===== config.mk =====
export PLATFORM = sky130hd
export DESIGN_NAME = drv_segment_scan
export DESIGN_NICKNAME = d
export VERILOG_FILES = /design/src/rtl/drv_segment_scan.sv
export SDC_FILE = /design/constraint.sdc
export NUM_CORES = 1
export LEC_CHECK = 0
export CAP_MARGIN = 10
export CORE_ASPECT_RATIO = 1.2
export CORE_MARGIN = 5
export CORE_UTILIZATION = 35
export DETAILED_ROUTE_END_ITERATION = 16
export PLACE_DENSITY = 0.56
export SYNTH_ARGS = -nofsm -noshare
export SYNTH_HDL_FRONTEND = slang
export SYNTH_SLANG_ARGS = --single-unit

===== constraint.sdc =====
create_clock -name i_clk -period 4.9 [get_ports i_clk]
set_clock_uncertainty 0.05 [all_clocks]
set_input_delay 0.735 -clock i_clk [delete_from_list [all_inputs] [get_ports i_clk]]
set_output_delay 0.735 -clock i_clk [all_outputs]
set_load 0.01 [all_outputs]

===== src/rtl/drv_segment_scan.sv =====
// Multiplexed 7-segment display scanner: time-slices p_count digits on a shared segment bus.
// Latency: outputs registered; a digit lights p_blank clocks into its slot, inputs sampled once per slot.
// Backpressure: none; free-running scan, i_enable low blanks and parks the scanner at digit 0.
//
// Ports:
//   i_clk, i_rst     clock, asynchronous active-low reset
//   i_value, i_dp    per-digit value (index 0 = least significant) and decimal-point request
//   i_enable         scan enable; low forces every output off
//   o_sgmnt, o_dp    shared segment bus (bit 0 = a .. bit 6 = g) and decimal point, active-high
//   o_digit          one-hot digit select, all zero during dead time
//   o_frame          one-clock pulse on the last lit clock of the last digit
//
// Build option: define SEG_LZ_BLANK_EN to compile in leading-zero suppression.

module drv_segment_scan #(
    parameter int p_count   = 4,
    parameter int p_divider = 50_000,
    parameter int p_blank   = 500
) (
    input  logic               i_clk,
    input  logic               i_rst,
    input  logic [3:0]         i_value [p_count-1:0],
    input  logic [p_count-1:0] i_dp,
    input  logic               i_enable,
    output logic [6:0]         o_sgmnt,
    output logic               o_dp,
    output logic [p_count-1:0] o_digit,
    output logic               o_frame
);

    localparam int CW = (p_divider > 1) ? $clog2(p_divider) : 1;
    localparam int IW = (p_count > 1) ? $clog2(p_count) : 1;

    localparam logic [CW-1:0] DIV_LAST   = CW'(p_divider - 1);
    localparam logic [CW-1:0] PRE_LAST   = CW'(p_divider - 2);
    localparam logic [CW-1:0] BLANK_LAST = CW'(p_blank - 1);
    localparam logic [IW-1:0] IDX_LAST   = IW'(p_count - 1);

    typedef enum logic {
        BLANK = 1'b0,
        SHOW  = 1'b1
    } state_t;

    state_t        state;
    logic [CW-1:0] cnt;
    logic [IW-1:0] idx;
    // Low after reset or while disabled. The first enabled clock only arms the
    // scanner, so that clock becomes cnt 0 of a complete dead time for digit 0.
    logic          run;

    function automatic logic [6:0] seg_decode(input logic [3:0] v);
        logic [6:0] s;
        case (v)
            4'd0:    s = 7'h3F;
            4'd1:    s = 7'h06;
            4'd2:    s = 7'h5B;
            4'd3:    s = 7'h4F;
            4'd4:    s = 7'h66;
            4'd5:    s = 7'h6D;
            4'd6:    s = 7'h7D;
            4'd7:    s = 7'h07;
            4'd8:    s = 7'h7F;
            4'd9:    s = 7'h6F;
            default: s = 7'h40;  // 10..15 shown as a dash
        endcase
        return s;
    endfunction

`ifdef SEG_LZ_BLANK_EN
    // Current digit is a leading zero: not digit 0, and it plus every higher digit is zero.
    logic lz_zero;
    always_comb begin
        lz_zero = (idx != '0);
        for (int j = 0; j < p_count; j++) begin
            if (j >= int'(idx) && i_value[j] != 4'd0) begin
                lz_zero = 1'b0;
            end
        end
    end
`endif

    // Selection for the digit about to be lit; only sampled on the BLANK->SHOW edge.
    logic [6:0]         sel_seg;
    logic               sel_dp;
    logic [p_count-1:0] sel_onehot;

    always_comb begin
        sel_seg         = seg_decode(i_value[idx]);
        sel_dp          = i_dp[idx];
        sel_onehot      = '0;
        sel_onehot[idx] = 1'b1;
`ifdef SEG_LZ_BLANK_EN
        if (lz_zero) begin
            sel_seg = '0;
        end
`endif
    end

    // o_sgmnt/o_dp double as the holding register: they capture the digit once
    // per slot, so input changes mid-slot stay invisible until the next slot.
    always_ff @(posedge i_clk or negedge i_rst) begin
        if (!i_rst) begin
            state   <= BLANK;
            cnt     <= '0;
            idx     <= '0;
            run     <= 1'b0;
            o_sgmnt <= '0;
            o_dp    <= 1'b0;
            o_digit <= '0;
            o_frame <= 1'b0;
        end else if (!i_enable || !run) begin
            state   <= BLANK;
            cnt     <= '0;
            idx     <= '0;
            run     <= i_enable;
            o_sgmnt <= '0;
            o_dp    <= 1'b0;
            o_digit <= '0;
            o_frame <= 1'b0;
        end else if (cnt == DIV_LAST) begin
            state   <= BLANK;
            cnt     <= '0;
            idx     <= (idx == IDX_LAST) ? '0 : idx + 1'b1;
            o_sgmnt <= '0;
            o_dp    <= 1'b0;
            o_digit <= '0;
            o_frame <= 1'b0;
        end else begin
            cnt <= cnt + 1'b1;
            if (state == BLANK && cnt == BLANK_LAST) begin
                state   <= SHOW;
                o_sgmnt <= sel_seg;
                o_dp    <= sel_dp;
                o_digit <= sel_onehot;
            end
            // Registered one clock early so the pulse coincides with the final SHOW clock.
            o_frame <= (cnt == PRE_LAST) && (idx == IDX_LAST);
        end
    end

endmodule


==> impl_metrics.tcl <==
set metrics [dict create \
    worstPathCellList "clkdlybuf4s50_1 -> mux4_2 -> inv_1 -> ha_1 -> inv_1 -> mux2i_1 -> o2111ai_1 -> a21oi_1" \
    overflow 0 \
    fmax_ghz 0.418 \
    synth_adder_area_share 0.0782 \
    pwr-share-clk 0.387 \
    drt_first_iter_violations 53 \
    initial_utilization 0.362 \
    syn_avg_cell_area_um2 9.89 \
    slowest_delay_ns 0.56 \
    synth_xor_area_frac 0.0456 \
    cts_setup_buffers 0 \
    combPwrFrac 0.089 \
    drt_pre_antenna_iters 4 \
    cellPowerDensity_nw_per_um2 219 \
    wl_mm 4.33 \
    endpoint_kind "register" \
    std_cell_rows 29 \
    setup_tns_ns 0 \
    period_share 0.489 \
    nNetsFinal 262 \
    status "finished clean" \
    required_ns 4.99 \
    muxShareOfSynthArea 0.0900 \
    syn-cell-area_um2 1920 \
    cts_hold_buf 0 \
    drt.antenna.violating_nets 0 \
    grt_pass1_vias 1483 \
    synth_seq_cells 33 \
    hp-class "register to register" \
    whs_ns 0.451 \
    synth_simple_gate_area_frac 0.181 \
    fin_util 0.452 \
    clkTransAtPathRegs_ns 0.06 \
    die_x_um 77.6 \
    cts_resized 0 \
    final_cells 289 \
    pre_cts_ws_ns 2.24 \
    htree_levels 2 \
    worst_path_max_delay_cell "mux4_2" \
    yosysSeqAreaShare 0.430 \
    fin_crit_ns 2.39 \
    rsz0062_at_grt "false" \
    yosysUniqueCellTypes 33 \
    clock-sinks 33 \
    synth_compound_area_frac 0.123 \
    p_total_mw 0.524 \
    switchingPower_mw 0.115 \
    synthToLayoutAreaGrowth_pct 24.6 \
    worstPathArrival_ns 2.48 \
    vdd_ir_drop_max_mv 0.109 \
    routed_via_density 5.28 \
    dieArea_um2 7070 \
    relSlewSlack 0.609 \
    internal_power_mw 0.409 \
    synth_nets 229 \
    syn_inst 194 \
    drc_errors 0 \
    wl_per_cell_um 15.0 \
    hold_violations 0 \
    gp_congestion 0.791 \
    cp_max_fo 6 \
    synth_top_family_by_area "simple AND/OR/NAND/NOR gates" \
    cts_buffer_depth 2 \
    dpl.hpwl_mm 3.17 \
    worst_slew_pin_slew_ns 0.586 \
    grt_max_degree 34 \
    clock_latency_ns 0.28 \
    grt_pass1_wl_mm 7.46 \
    antenna_found_initial 0 \
    cap_viol_max_count 0 \
    die_h_um 91.1 \
    power_frac_seq 0.524 \
    crit_type "primary input to register" \
    setup_viol 0 \
    placed_area_um2 2310 \
    num_vias 1526 \
    cp_common_cell "inv_1" \
    layout_setup_ws_ns 2.51 \
    cts-root-buf "clkbuf_8" \
    final_area_um2 2390 \
    antenna-diode-count 0 \
    dp.cells 282 \
    cts_tree "done" \
    cts_made_buffers 5 \
    leakagePower_nw 0.929 \
    power.switching_fraction 0.219 \
    drv_slew 0 \
    io_pins 36 \
    worst_setup_path_start_kind "primary input" \
    io_buffers 35 \
    yosysWarningCount 0 \
    grtUsageTotal 0.131 \
    drive_above_1_share 0.0881 \
    core_area_um2 5300 \
]
## path summary, 6_finish.rpt
| path | startpoint | end | slack (ns) | cells past startpoint |
|---|---|---|---|---|
| max | i_value[13] | o_sgmnt[3] | 2.51 | 8 |
| min in group asynchronous | i_rst | cnt[5] | 0.81 | 2 |
| max reg2reg | idx[0] | o_sgmnt[3] | 2.64 | 7 |
| min | state | state | 0.45 | 2 |
| max in group asynchronous | i_rst | o_sgmnt[5] | 3.68 | 2 |
| min reg2reg | state | state | 0.45 | 2 |
## state kept, by name, summed over array words and instances, names as in the netlist
register and flops:
idx 2, state 1, o_digit 4, o_frame 1
run 1, cnt 16, o_sgmnt 7, o_dp 1
## layout make-up
class,count,area [um2]
inverter,12,45.0
multi-input combinational,138,992
sequential,33,826
clock buffer,7,86.3
timing repair buffer,37,365
tap,62,77.6
fill,535,2910
## power by group through the flow
stage	clock network [mW]	logic (mW)	registers, mW
4_1_cts	0.210	0.0473	0.275
5_1_grt	0.226	0.0520	0.275
2_1_floorplan	0	0.0202	0.280
6_report	0.203	0.0464	0.275
3_5_place_dp	0	0.0472	0.280
3_3_place_gp	0	0.0469	0.280
## critical path: cells and delay by family
kind	cells	cell delay, ns
compound gates	2	0.27
mux	2	0.63
buf+inv	3	0.61
fa+ha+maj	1	0.24
## kinds of logic after synthesis
group / after synthesis
compound gates: 41
xor+xnor: 10
fa+ha+maj: 12
buf+inv: 23
flops: 33
mux: 11
simple gates: 64
## synth_stat cells (all sizes together)
master   count  share of area
or4          2          0.012
nor4         3         0.0098
ha          12          0.078
nor3         5          0.013
xor2         1         0.0046
a211oi       5          0.020
buf          7          0.022
clkbuf       4         0.0078
and3         1         0.0033
o21ai       13          0.036
nand4        3         0.0098
mux2i        6          0.031
nand2        6          0.013
nor3b        2         0.0078
nor2        20          0.039
nand3       12          0.034
a21oi       19          0.050
mux4         5          0.059
nor2b        1         0.0033
inv         12          0.023
or3          5          0.016
xnor2        9          0.041
dfrtp       33           0.43
and4b        2          0.011
o2111ai      3          0.014
nor4bb       1         0.0052
or2          1         0.0033
o31ai        1         0.0039
## placed cells by master (no fill, tap or decap), types with 5 or more instances in the layout
cell type / instances
o21ai_0: 12
mux2i_1: 6
clkdlybuf4s50_1: 35
or3_1: 5
nand2_1: 5
inv_1: 12
ha_1: 12
nand3_1: 11
nor2_1: 20
nor3_1: 5
dfrtp_1: 33
mux4_2: 5
a211oi_1: 5
a21oi_1: 19
clkbuf_8: 6
xnor2_1: 9
## routing by layer
metal / vias to the layer above / share of wire / GRT usage
li1: 757 / - / -
met1: 730 / 0.44 / 0.166
met2: 29 / 0.49 / 0.210
met3: 10 / 0.034 / 0.0257
met4: 0 / 0.033 / 0.0688
met5: - / 0 / 0
(Power assumes the default switching activity.)
==> patch 1, RTL diff (config.mk and constraints unchanged) <==
`p_count`: 4 -> 8.
--- a/src/rtl/drv_segment_scan.sv
+++ b/src/rtl/drv_segment_scan.sv
@@ -13,7 +13,7 @@
 // Build option: define SEG_LZ_BLANK_EN to compile in leading-zero suppression.
 
 module drv_segment_scan #(
-    parameter int p_count   = 4,
+    parameter int p_count   = 8,
     parameter int p_divider = 50_000,
     parameter int p_blank   = 500
 ) (
Ports: changed (resized i_dp, i_value and o_digit); port bits go from 36 to 60. No check against the original RTL was run, so the function may have changed too.
==> patch 1 against the unedited design <==
Worst setup slack got worse by 0.53 ns. Via count rose by 16%. Total power rose by 16%. Sequential cell count up 5. Global-route usage increased by 1.0 points. Count of clock-buffer cells in the layout is 1 lower. Area after synthesis increased by 14%. Routed wire length increased by 23%. Sequential share of layout area shrank 2.1 points. Design area is 23% higher. Critical path type is now flop to flop. Critical endpoint is now o_sgmnt[6]$_DFFE_PN0P_.
==> patch 1: results (changes against the unedited design) <==
| Metric | Value |
|---|---|
| Status | `completed` |
| Top cells by count, synth | `38 x dfrtp_1, 36 x nor2_1, 20 x nand2_1` |
| Mux cell area share after synthesis | `0.1398 (+0.04980)` |
| Inserted Diodes | `0 (unchanged)` |
| Synth async-reset ratio | `1.000 (unchanged)` |
| # nets final | `324 (+24%)` |
| Slowest-stage cell, CP | `dfrtp_1` |
| Post-synthesis compound-gate area fraction | `0.06845 (-0.05410)` |
| Top post-synthesis cells by area | `dfrtp_1 43%, mux4_2 10%, nor2_1 6.2%, ha_1 5.1%, nand2_1 3.4%` |
| Max clock buf depth | `2 (unchanged)` |
| Initial DRC Count | `63 (+19%)` |
| Post-CTS setup buffers | `0 (unchanged)` |
| Share of layout cells above drive strength 1 | `0.09890 (+0.01080)` |
| Tot GR Track Use | `0.1415 (+0.01014)` |
| Final WL | `5328 um (+23%)` |
| Met2 Use GR | `0.2414 (+0.03105)` |
| Worst path top cell family by delay | `flip-flops` |
| # port buffers | `59 (+69%)` |
| Vias | `1774 (+16%)` |
| Count of different cell masters after synthesis | `43 (+30%)` |
| Routed wl met3 | `297 um (+100%)` |
| Crit path max fanout | `21 (+15)` |
| Filler cells | `600 (+12%)` |
| Pre-CTS WS | `1.915 ns (-0.3227 ns)` |
| Clock Pin Slew Worst Setup and Hold Paths | `0.08 ns (+0.02 ns)` |
| Largest net degree at the start of global routing | `39 (+15%)` |
| Worst vdd ir | `104.7 uV (-4.3%)` |
| Post-DP HPWL | `3998 um (+26%)` |
| Seq/Total Area, Yosys | `0.4335 (+0.003295)` |
| M3 GR Usage | `0.03625 (+0.01050)` |
| Met1 Usage GRT | `0.1740 (+0.008129)` |
| Leakage power | `1.156 nW (+24%)` |
| Area share of fa/ha/maj cells after synthesis | `0.05134 (-0.02689)` |
| Worst-Margin Slew | `1.012 ns (+0.4263 ns)` |
| Met1 Routed Length | `2242 um (+18%)` |
| First-pass GRT wire length | `8935 um (+20%)` |
| Synthesized Nets | `268 (+17%)` |
| Cts repair resizes | `0 (unchanged)` |
| Placed Area | `0.002841 mm2 (+23%)` |
| Vias in the first global route | `1856 (+25%)` |
| Critical Path RT | `5.06 ns (+0.07 ns)` |
| Worst path max stage delay | `1.01 ns (+0.45 ns)` |
| RePlAce Congestion | `0.7031 (-11%)` |
| WL met2 | `2722 um (+27%)` |
| XOR/XNOR Fraction of Synth Area | `0.04792 (+0.002286)` |
## patch 1: path summary, 6_finish.rpt
check | startpoint | end | slack [ns] | cells after the start
worst min register to register | o_sgmnt[3]$_DFFE_PN0P_ | o_sgmnt[3]$_DFFE_PN0P_ | 0.45 | 2
worst max register to register | idx[0]$_DFFE_PN0N_ | o_sgmnt[6]$_DFFE_PN0P_ | 1.98 | 7
max in group asynchronous | i_rst | cnt[10]$_DFF_PN0_ | 3.76 | 1
worst min-delay path | o_sgmnt[3]$_DFFE_PN0P_ | o_sgmnt[3]$_DFFE_PN0P_ | 0.45 | 2
worst max-delay path | idx[0]$_DFFE_PN0N_ | o_sgmnt[6]$_DFFE_PN0P_ | 1.98 | 7
min in group asynchronous | i_rst | o_sgmnt[5]$_DFFE_PN0P_ | 0.50 | 1
## patch 1: tightest hold or removal path: stages, from the launching register on
cell and delay (ns):
dfrtp_1 0.35, nand2_1 0.05, o21ai_1 0.06
## patch 1: cell type report
type | instances | area (um2) | share of cell area
multi-input cells | 161 | 1172 | 0.3992
flip-flops and latches | 38 | 950.9 | 0.3238
repair buffers | 60 | 593.1 | 0.2020
well taps | 82 | 102.6 | 0.03494
clock buffers | 6 | 82.58 | 0.02812
inverters | 6 | 22.52 | 0.007669
clock inverters | 2 | 12.51 | 0.004261
## patch 1: through the flow
step / hold WS (ns) / cells / utilization
CTS: 0.4527 / 355 / 0.4853
detailed placement: 0.4357 / 347 / 0.4696
global route: 0.4747 / 355 / 0.4853
global placement: 0.4188 / 347 / 0.4696
finish: 0.4482 / 355 / 0.4853
floorplan: 0.3894 / 216 / -
## patch 1: power by group
group	switching (mW)	internal (mW)
clock network	0.115	0.113
registers	0.00105	0.314
logic	0.0244	0.0401
total	0.141	0.468
==> patch 2, RTL diff (same settings) <==
Made on the original files. Make the reset (`i_rst`) synchronous in one clocked block. Comments in the files are not updated.
--- a/src/rtl/drv_segment_scan.sv
+++ b/src/rtl/drv_segment_scan.sv
@@ -98,7 +98,7 @@
 
     // o_sgmnt/o_dp double as the holding register: they capture the digit once
     // per slot, so input changes mid-slot stay invisible until the next slot.
-    always_ff @(posedge i_clk or negedge i_rst) begin
+    always_ff @(posedge i_clk) begin
         if (!i_rst) begin
             state   <= BLANK;
             cnt     <= '0;
Function: no difference found for any inputs over 10 cycles, from zero or initial values and one cycle with i_rst low; that may be too few to reach the edited logic, so the function may still have changed.
==> patch 2 against the unedited design <==
Area after synthesis shrank 6.1%. Sequential cell count did not move. First-iteration DRC count shrank 13%. Count of clock-buffer cells in the layout is the same. Total power increased by 8.7%. Worst hold slack lost 0.012 ns. Worst setup slack lost 0.13 ns. Routed wire length down 10%. Critical path depth down 3. Register-to-register slack got worse by 0.26 ns. Global-route usage is 0.31 points lower. Combinational power fell by 22%. Critical endpoint is now o_sgmnt[1]$_SDFFE_PP0P_. Design area shrank 4.3%.
==> patch 2: results (changes against the unedited design) <==
| Metric | Value |
|---|---|
| Status | `completed` |
| Initial DRC Count | `46 (-13%)` |
| Clock Pin Slew Worst Setup and Hold Paths | `0.07 ns` |
| Critical path startpoint | `cnt[0]$_SDFF_PP0_` |
| Post-DP HPWL | `2931 um (-7.5%)` |
| Placed Area | `0.002172 mm2 (-5.8%)` |
| Max-slew headroom | `0.4284 (-0.1810)` |
| Crit path max fanout | `8 (+2)` |
| Placed cell count | `270 (-4.3%)` |
| Tot GR Track Use | `0.1282 (-0.003149)` |
| # nets final | `252 (-3.8%)` |
| RePlAce Congestion | `0.8221 (+4.0%)` |
| Worst path max stage delay | `0.62 ns (+0.06 ns)` |
| Final WL | `3881 um (-10%)` |
| Count of different cell masters after synthesis | `45 (+36%)` |
| CP Launch Type | `flop` |
| Vias in the first global route | `1393 (-6.1%)` |
| Hold Startpoint | `cnt[0]$_SDFF_PP0_` |
| Tmin final | `2.523 ns (+0.1282 ns)` |
| Worst path top cell family by delay | `simple AND/OR/NAND/NOR gates` |
| First-pass GRT wire length | `6479 um (-13%)` |
| Largest net degree at the start of global routing | `22 (-35%)` |
| Synth async-reset ratio | `0 (-1.000)` |
| Routed vias/inst | `5.108 (-3.3%)` |
| Final std cells w/o fill | `278 (-3.8%)` |
| Syn Area/Cell | `9.739 um2 (-1.6%)` |
| Seq/Total Area, Yosys | `0.3667 (-0.06358)` |
| Synthesized Nets | `220 (-3.9%)` |
| Filler cells | `483 (-9.7%)` |
| Share of layout cells above drive strength 1 | `0.1101 (+0.02199)` |
| Worst reg2reg setup slack | `2.38 ns (-0.26 ns)` |
| Pre-CTS WS | `2.218 ns (-0.01916 ns)` |
## patch 2: changes by cell type after synthesis, sizes merged, moves of 3 or more
| cell | unedited run | this run |
|---|---|---|
| dfrtp | 33 | 0 |
| dfxtp | 0 | 33 |
| a21oi | 19 | 9 |
| o21ai | 13 | 4 |
| xor2 | 1 | 7 |
| o221a | 0 | 5 |
| a211oi | 5 | 1 |
| or3 | 5 | 1 |
| xnor2 | 9 | 5 |
| and3 | 1 | 4 |
| nand4 | 3 | 6 |
| nor3 | 5 | 2 |
| o2111ai | 3 | 0 |
## patch 2: final cells by class
cell class | instances | area [um2] | area share
clock inverter | 1 | 30.03 | 0.01312
tap | 60 | 75.07 | 0.03280
timing repair buffer | 35 | 350.3 | 0.1531
inverter | 10 | 37.54 | 0.01640
clock buffer | 7 | 86.33 | 0.03773
sequential | 33 | 660.6 | 0.2887
multi-input combinational | 132 | 1049 | 0.4582
## patch 2: metal layers
layer / GRT usage / routed length [um] / vias up
met1: 0.1531 / 1677 / 661
li1: - / - / 730
met2: 0.2168 / 1983 / 23
met4: 0.04928 / 66 / 0
met3: 0.03409 / 154 / 6
met5: 0 / 0 / -
## patch 2: stage by stage
| step | util | hold slack [ns] |
|---|---|---|
| after global routing | 0.4600 | 0.4781 |
| after detailed placement | 0.4366 | 0.4315 |
| final | 0.4600 | 0.4395 |
| after floorplan | - | 0.3985 |
| after global placement | 0.4366 | 0.4223 |
| after CTS | 0.4600 | 0.4478 |
## patch 2: where the power goes
part           switching [mW]  internal [mW]  leakage (nW)  total [mW]
combinational          0.0132         0.0231         0.478      0.0363
sequential           0.000419          0.269         0.266       0.269
clock                  0.0981          0.166        0.0585       0.264
## patch 2: worst paths after layout
path / end / cells past startpoint
hold / removal: cnt[0]$_SDFF_PP0_ / 1
hold reg to reg: cnt[0]$_SDFF_PP0_ / 1
setup reg to reg: o_sgmnt[1]$_SDFFE_PP0P_ / 5
setup / recovery: o_sgmnt[1]$_SDFFE_PP0P_ / 5
## patch 2: cells by family after synthesis
logic type | count (synthesis) | synth area share
xor gates and xnor gates | 12 | 0.05833
muxes | 12 | 0.1021
and+or+nand+nor | 71 | 0.2354
DFF | 33 | 0.3667
buffers and inverters | 20 | 0.05139
adders and majority gates | 12 | 0.08333
AOI/OAI and AO/OA | 25 | 0.1028
## patch 2: worst register-to-register path, delay by kind of cell (launching register included)
| kind | cells | cell delay [ns] |
|---|---|---|
| fa+ha+maj | 1 | 0.34 |
| compound gates | 2 | 0.48 |
| flops | 1 | 0.41 |
| simple gates | 2 | 1.13 |
